File: config.mk
export PLATFORM = sky130hd
export DESIGN_NAME = clk_prescaler_4040_flat
export DESIGN_NICKNAME = d
export VERILOG_FILES = /design/src/rtl/clk_prescaler_4040_if.sv /design/src/rtl/clk_prescaler_4040.sv /design/src/flat_wrapper.sv
export SDC_FILE = /design/constraint.sdc
export NUM_CORES = 1
export LEC_CHECK = 0
export CAP_MARGIN = 25
export CORE_AREA = 8 8 102 104
export CTS_BUF_LIST = sky130_fd_sc_hd__clkbuf_4 sky130_fd_sc_hd__clkbuf_8
export DETAILED_ROUTE_END_ITERATION = 12
export DIE_AREA = 0 0 110 112
export PLACE_DENSITY_LB_ADDON = 0.08
export SKIP_CTS_REPAIR_TIMING = 1
export SLEW_MARGIN = 20
export SYNTH_ARGS = -nofsm -noshare
export SYNTH_HDL_FRONTEND = slang
export SYNTH_SLANG_ARGS = --single-unit
File: constraint.sdc
create_clock -name clk -period 7.8 [get_ports clk]
set_input_delay 1.17 -clock clk [delete_from_list [all_inputs] [get_ports clk]]
set_output_delay 1.17 -clock clk [all_outputs]
set_load 0.005 [all_outputs]
File: src/rtl/clk_prescaler_4040_if.sv
// Control/status bundle between the sequencing controller and the divide-by-R prescaler.
interface clk_prescaler_4040_if #(
  parameter int WIDTH = 8
) ();
  logic             en;
  logic             load;
  logic [WIDTH-1:0] div;
  logic             q;
  logic             tc;
  logic             pend;

  modport master (
    output en,
    output load,
    output div,
    input  q,
    input  tc,
    input  pend
  );

  modport slave (
    input  en,
    input  load,
    input  div,
    output q,
    output tc,
    output pend
  );
endinterface

File: src/rtl/clk_prescaler_4040.sv
// Programmable divide-by-R prescaler driving the 744040 ripple counter clock (q falls once per R clocks).
// Build option PRESCALER_DUTY50_EN: q is high for the first ceil(R/2) counts instead of a one-cycle low pulse.
module clk_prescaler_4040 #(
  parameter int WIDTH = 8
) (
  input  logic                 clk,
  input  logic                 clr,
  clk_prescaler_4040_if.slave  bus
);
  // state   | meaning
  // ST_STOP | active ratio < 2: cnt=0, q parked high, a load applies at once
  // ST_RUN  | cnt walks 0..n_act-1; reloads are held in n_pend until the wrap
  typedef enum logic {
    ST_STOP = 1'b0,
    ST_RUN  = 1'b1
  } state_t;

  localparam logic [WIDTH-1:0] ONE = WIDTH'(1);
  localparam logic [WIDTH-1:0] TWO = WIDTH'(2);

  state_t           state_q, state_d;
  logic [WIDTH-1:0] cnt_q, cnt_d;
  logic [WIDTH-1:0] n_act_q, n_act_d;
  logic [WIDTH-1:0] n_pend_q, n_pend_d;
  logic             pend_q, pend_d;
  logic             q_q, q_d;
  logic             tc_q, tc_d;

  logic [WIDTH-1:0] last_q;
  logic [WIDTH-1:0] last_d;
`ifdef PRESCALER_DUTY50_EN
  logic [WIDTH-1:0] half_d;
`endif

  always_ff @(posedge clk) begin
    if (clr) begin
      state_q  <= ST_STOP;
      cnt_q    <= '0;
      n_act_q  <= '0;
      n_pend_q <= '0;
      pend_q   <= 1'b0;
      q_q      <= 1'b1;
      tc_q     <= 1'b0;
    end else begin
      state_q  <= state_d;
      cnt_q    <= cnt_d;
      n_act_q  <= n_act_d;
      n_pend_q <= n_pend_d;
      pend_q   <= pend_d;
      q_q      <= q_d;
      tc_q     <= tc_d;
    end
  end

  always_comb begin
    state_d  = state_q;
    cnt_d    = cnt_q;
    n_act_d  = n_act_q;
    n_pend_d = n_pend_q;
    pend_d   = pend_q;
    q_d      = q_q;
    tc_d     = 1'b0;
    last_q   = n_act_q - ONE;

    case (state_q)
      ST_STOP: begin
        cnt_d  = '0;
        pend_d = 1'b0;
        if (bus.load) begin
          n_act_d = bus.div;
        end
      end
      ST_RUN: begin
        if (bus.en && (cnt_q == last_q)) begin
          // Wrap edge: a load arriving right now wins over anything pending.
          cnt_d  = '0;
          pend_d = 1'b0;
          if (bus.load) begin
            n_act_d = bus.div;
          end else if (pend_q) begin
            n_act_d = n_pend_q;
          end
        end else begin
          if (bus.en) begin
            cnt_d = cnt_q + ONE;
          end
          if (bus.load) begin
            n_pend_d = bus.div;
            pend_d   = 1'b1;
          end
        end
      end
      default: begin
        state_d = ST_STOP;
      end
    endcase

    state_d = (n_act_d >= TWO) ? ST_RUN : ST_STOP;
    last_d  = n_act_d - ONE;
`ifdef PRESCALER_DUTY50_EN
    half_d  = (n_act_d >> 1) + {{(WIDTH-1){1'b0}}, n_act_d[0]};
`endif

    // While frozen (en=0 and already running) q and cnt simply hold and tc stays low.
    if (state_d == ST_STOP) begin
      cnt_d = '0;
      q_d   = 1'b1;
      tc_d  = 1'b0;
    end else if (bus.en || (state_q == ST_STOP)) begin
`ifdef PRESCALER_DUTY50_EN
      q_d  = (cnt_d < half_d);
`else
      q_d  = (cnt_d != last_d);
`endif
      tc_d = bus.en && (cnt_d == last_d);
    end
  end

  assign bus.q    = q_q;
  assign bus.tc   = tc_q;
  assign bus.pend = pend_q;

endmodule

File: src/flat_wrapper.sv
// flat-port wrapper written by rule: the top's interface ports become plain ports
module clk_prescaler_4040_flat 
#(
  parameter int WIDTH = 8
)
  (clk, clr, bus_en, bus_load, bus_div, bus_q, bus_tc, bus_pend);
  clk_prescaler_4040_if #(.WIDTH(WIDTH)) bus_i ();
  input  logic clk;
  input  logic clr;
  input wire logic [$bits(bus_i.en)-1:0] bus_en;
  input wire logic [$bits(bus_i.load)-1:0] bus_load;
  input wire logic [$bits(bus_i.div)-1:0] bus_div;
  output wire logic [$bits(bus_i.q)-1:0] bus_q;
  output wire logic [$bits(bus_i.tc)-1:0] bus_tc;
  output wire logic [$bits(bus_i.pend)-1:0] bus_pend;
  assign bus_i.en = bus_en;
  assign bus_i.load = bus_load;
  assign bus_i.div = bus_div;
  assign bus_q = bus_i.q;
  assign bus_tc = bus_i.tc;
  assign bus_pend = bus_i.pend;
  clk_prescaler_4040 #(.WIDTH(WIDTH)) u_core (.clk(clk), .clr(clr), .bus(bus_i));
endmodule
; ---- Word-level counts from Yosys, hierarchy flattened
; Cells that the tools add are included.
[classes]
addsub = 3
reduce_logical = 6
eq_ne = 4
bitwise = 4
muxes = 12
magnitude_cmp = 1
[op_table]
columns = op, count
row1 = 8-bit 2-to-1 mux, 6
row2 = 8-bit one-hot mux with 2 select lines, 2
row3 = 8-bit equality test, 2
row4 = 8-bit by 1-bit subtractor with 8-bit output (second input constant), 2
row5 = 8-bit by 1-bit adder with 8-bit output (second input constant), 1
row6 = 8-bit by 2-bit greater-or-equal comparator with 1-bit output (second input constant), 1
row7 = 8-bit != test, 1
row8 = 1-bit inverter, 4
row9 = 1-bit 2-to-1 mux, 3
row10 = 3-bit != test (second input constant), 1
row11 = 3-bit AND reduction, 1
row12 = 3-bit OR reduction, 1
row13 = 1-bit logical AND, 2
row14 = 1-bit one-hot mux with 2 select lines, 1
row15 = 2-bit OR reduction, 1
row16 = 1-bit logical OR, 1
[word_totals]
output_inout_bits = 3
elab_cells = 37
regBits = 28
in_bits = 12

; ---- Longest topological paths before layout
[logic_depth]
word_depth = 9
ltp_mapped = 16
depth_no_buf = 14

; ---- Least setup slack after synthesis
; No wires, ideal clock.
[synth_timing]
path_kind = in2reg
start = in bus_en
end = reg u_core.q_q (netlist: u_core.bus.q)
path_buffers = 1
slack_ns = 4.104
path_stages = 12
t_arrival_ns = 3.568
required_time_ns = 7.672
setup_ns = 0.128
path_cell_list = buf_2 -> inv_1 -> nor3_1 -> nand3_1 -> a211oi_4 -> nor2_2 -> a21oi_2 -> ha_1 -> a22oi_1 -> o21ai_0 -> a2111oi_4 -> a31oi_1
[synth_between]
elab_chain_len = 7
word_cells_on_any_way = 13
cone_classes = 1 x add/sub / 1 x order compare / 1 x eq/ne / 6 x mux / 1 x bitwise / 3 x reduce/logical
[synth_rtl]
columns = item, line_no
row1 = from (decl), flat_wrapper.sv:10  ; input wire logic [$bits(bus_i.en)-1:0] bus_en;
row2 = "parallel branches: the longest is 7 deep, another holds 8-bit by 1-bit subtractor with 8-bit output", --
row3 = to (signal assigned), clk_prescaler_4040.sv:50  ; q_q <= q_d;
row4 = to (decl), clk_prescaler_4040.sv:26  ; logic q_q, q_d;
; Several ways; the timed one is not identified.
; A chain may end at the register's enable or synchronous reset.

; ---- Final worst setup path
; Ends and elaborated chain as after synthesis.

==> results.cfg <==
[final_layout]
fin_cells = 374
drive_gt1_share_pct = 11.8
n_antenna_cell = 0
fin_nets = 280
final_common_cell = nor2_1
final_core_util_pct = 27.4
nFillCells = 968
area_growth_syn_to_layout_pct = 13.2
layout_common_cells = nor2_1 (33), dfxtp_1 (28), nand2_1 (19)

[setup_path]
path_buf_inv = 2
cp_max_fo = 9
arrival_ns = 4.68
crit_chain = clkdlybuf4s50_1 > inv_1 > nor3_1 > nand3_1 > a211oi_4 > nor2_2 > a21oi_2 > ha_1 > a22oi_1 > o21ai_0 > a2111oi_4 > a31oi_1
slowest_stage = clkdlybuf4s50_1
critical_path_class = in2reg
cp_top_family = compound AO/OA/AOI/OAI gates
cpPeakStageDelay_ns = 0.66
start_kind = primary input
endpoint_kind = flip-flop
cp.required_ns = 7.96

[die]
fp.dieH_um = 112
num_rows = 35
initial_core_util_pct = 24.3
core_area_um2 = 8890
die_w_um = 110
io_pins = 15
dieArea_um2 = 12300

[worst_hold_path]
min_path_type = reg2reg

[sta]
drv_slew = 0
fmax_ghz = 0.221
tightest_slew_ns = 0.907
min_period_ns = 4.53
finalClockSkew_ns = 0.00969
final.setup.tns_ns = 0
grt_setup_unrepaired = no
finalSetupViolations = 0
max_slew_margin_pct = 39.4
hold_viol = 0
fin_hold_ws_ns = 0.512
period_share_pct = 58.0

[synthesis]
synth_top_area_share_pct = 26.0
ys_seq_area_share_pct = 26.0
synth_cell_types = 62
synth_xor_area_share_pct = 11.8
avgSynthCellArea_um2 = 8.36
yosysTopAreaCell = dfxtp_1
synth_top_family_by_area = simple AND/OR/NAND/NOR gates
synth_compound_area_share_pct = 21.4
yosys.area_share.adder_pct = 2.32
synth_ff_type = dfxtp_1
synth_area_um2 = 2160
synth_fp_nets = 274
synth-simple-area-share_pct = 24.4
yosys_warnings = 0
synthTopCellsByArea = dfxtp_1 (26%), mux2i_1 (7.4%), xor2_1 (6.5%)
ys_seq_elements = 28
synthMuxAreaShare_pct = 9.00
synthCells = 258
synth_edf_count = 0
ys_async_sr_fraction_pct = 0

[placed_design]
portBuffers = 14
place_congestion = 0.822
dpl.cell_count = 370
dp_hpwl_mm = 5.11

[global_route]
grt_pass1_vias = 1921
grt-ovfl-total = 0
grt_max_degree = 27
grt_pass1_wl_mm = 10.9
grt_antenna_before_repair = 0
grt_use_total_pct = 11.4

[detailed_routing]
ant_nets = 0
wire_per_inst_um = 17.6
drc = 0
route.met3.wl_um = 72
wl_met2_mm = 3.24
drt_first_pass_iters = 4
drt-met1-wl_mm = 3.19
avgViaCountPerCell = 4.83
route.final.wire_length_mm = 6.60
drt_iter0_drc = 86
vias = 1808
dr.max_layer_used = met4

[power]
peakVddDrop_v = 0.0000602
power_density_nw_per_um2 = 164
leakagePower_nw = 0.913

[cts]
clk_pin_slew_ns = 0.11
clock_latency_ns = 0.28
cts_tree = yes
numCtsBuffers = 3
root_buffer = clkbuf_8
cts-htree-levels = 1
clockBufferDepth = 2
cts_num_sinks = 28

[run_status]
status = finished clean

[job]
maxCapViolCount = 0
==> kinds of logic (layout without fill, tap and decap cells) <==
kind of cell,after synthesis,after routing
adder cells (fa/ha/maj),4,4
flip-flops,28,28
multiplexers,19,19
XOR/XNOR,29,29
AND/OR/NAND/NOR,99,99
buffers and inverters,24,29
AO/OA/AOI/OAI,55,55
==> worst paths after layout <==
kind | startpoint | to | slack, ns | cells past startpoint
max | bus_en | u_core.bus.q | 3.27 | 12
min | u_core.n_pend_q[7] | u_core.n_pend_q[7] | 0.51 | 2
max reg2reg | u_core.n_act_q[0] | u_core.bus.q | 3.88 | 13
min reg2reg | u_core.n_pend_q[7] | u_core.n_pend_q[7] | 0.51 | 2
==> worst min-delay path, cell delays in order (launching register included) <==
cell and delay (ns):
dfxtp_1 0.35, mux2i_1 0.07, nor2_1 0.07
==> sequential cells by signal, indices dropped and copies added (netlist names) <==
signal / flops
u_core.bus.pend: 1
u_core.cnt_q: 8
u_core.state_q: 1
u_core.bus.q: 1
u_core.bus.tc: 1
u_core.n_pend_q: 8
u_core.n_act_q: 8
==> layer usage <==
layer | vias up | global-route usage (%)
met5 | - | 0
met4 | 0 | 3.06
met3 | 6 | 1.39
met2 | 9 | 18.9
met1 | 864 | 14.8
li1 | 929 | -
==> where the power goes <==
part	total [mW]	switching [mW]	internal, mW
Sequential	0.162	0.0127	0.150
Clock	0.119	0.0507	0.0688
Combinational	0.117	0.0687	0.0486
==> metrics by stage <==
step	setup WS (ns)	power (mW)	area (um^2)
after floorplan	4.10	0.252	2160
after global placement	3.11	0.285	2370
after detailed placement	3.02	0.284	2370
after CTS	3.30	0.407	2440
after global routing	2.97	0.425	2440
final	3.27	0.399	2440
==> area by class of cell <==
class	instances	area, um^2	share of cell area (%)
Inverter	10	37.5	1.54
Clock buffer	3	41.3	1.69
Tap cell	111	139	5.69
Sequential cell	28	561	23.0
Clock inverter	1	30.0	1.23
Multi-Input combinational cell	206	1480	60.8
Timing Repair Buffer	15	148	6.05
==> Yosys cell counts, drive strengths merged (2+ instances only) <==
library cell,number
buf,8
o21ai,14
mux2,3
o21a,3
mux2i,16
nand2b,5
dfxtp,28
xor2,16
and4,2
a2111oi,2
a31oi,4
o311ai,2
nand3,9
a22oi,3
or2,2
inv,10
a211oi,3
nor2,34
nand2,20
nor3b,3
o211ai,5
ha,4
and3,7
o2111ai,3
clkbuf,6
nor2b,2
a21oi,6
nor3,6
nand4,3
o22ai,2
xnor2,13
nor4,2
Power figures use the tool's default switching activity.
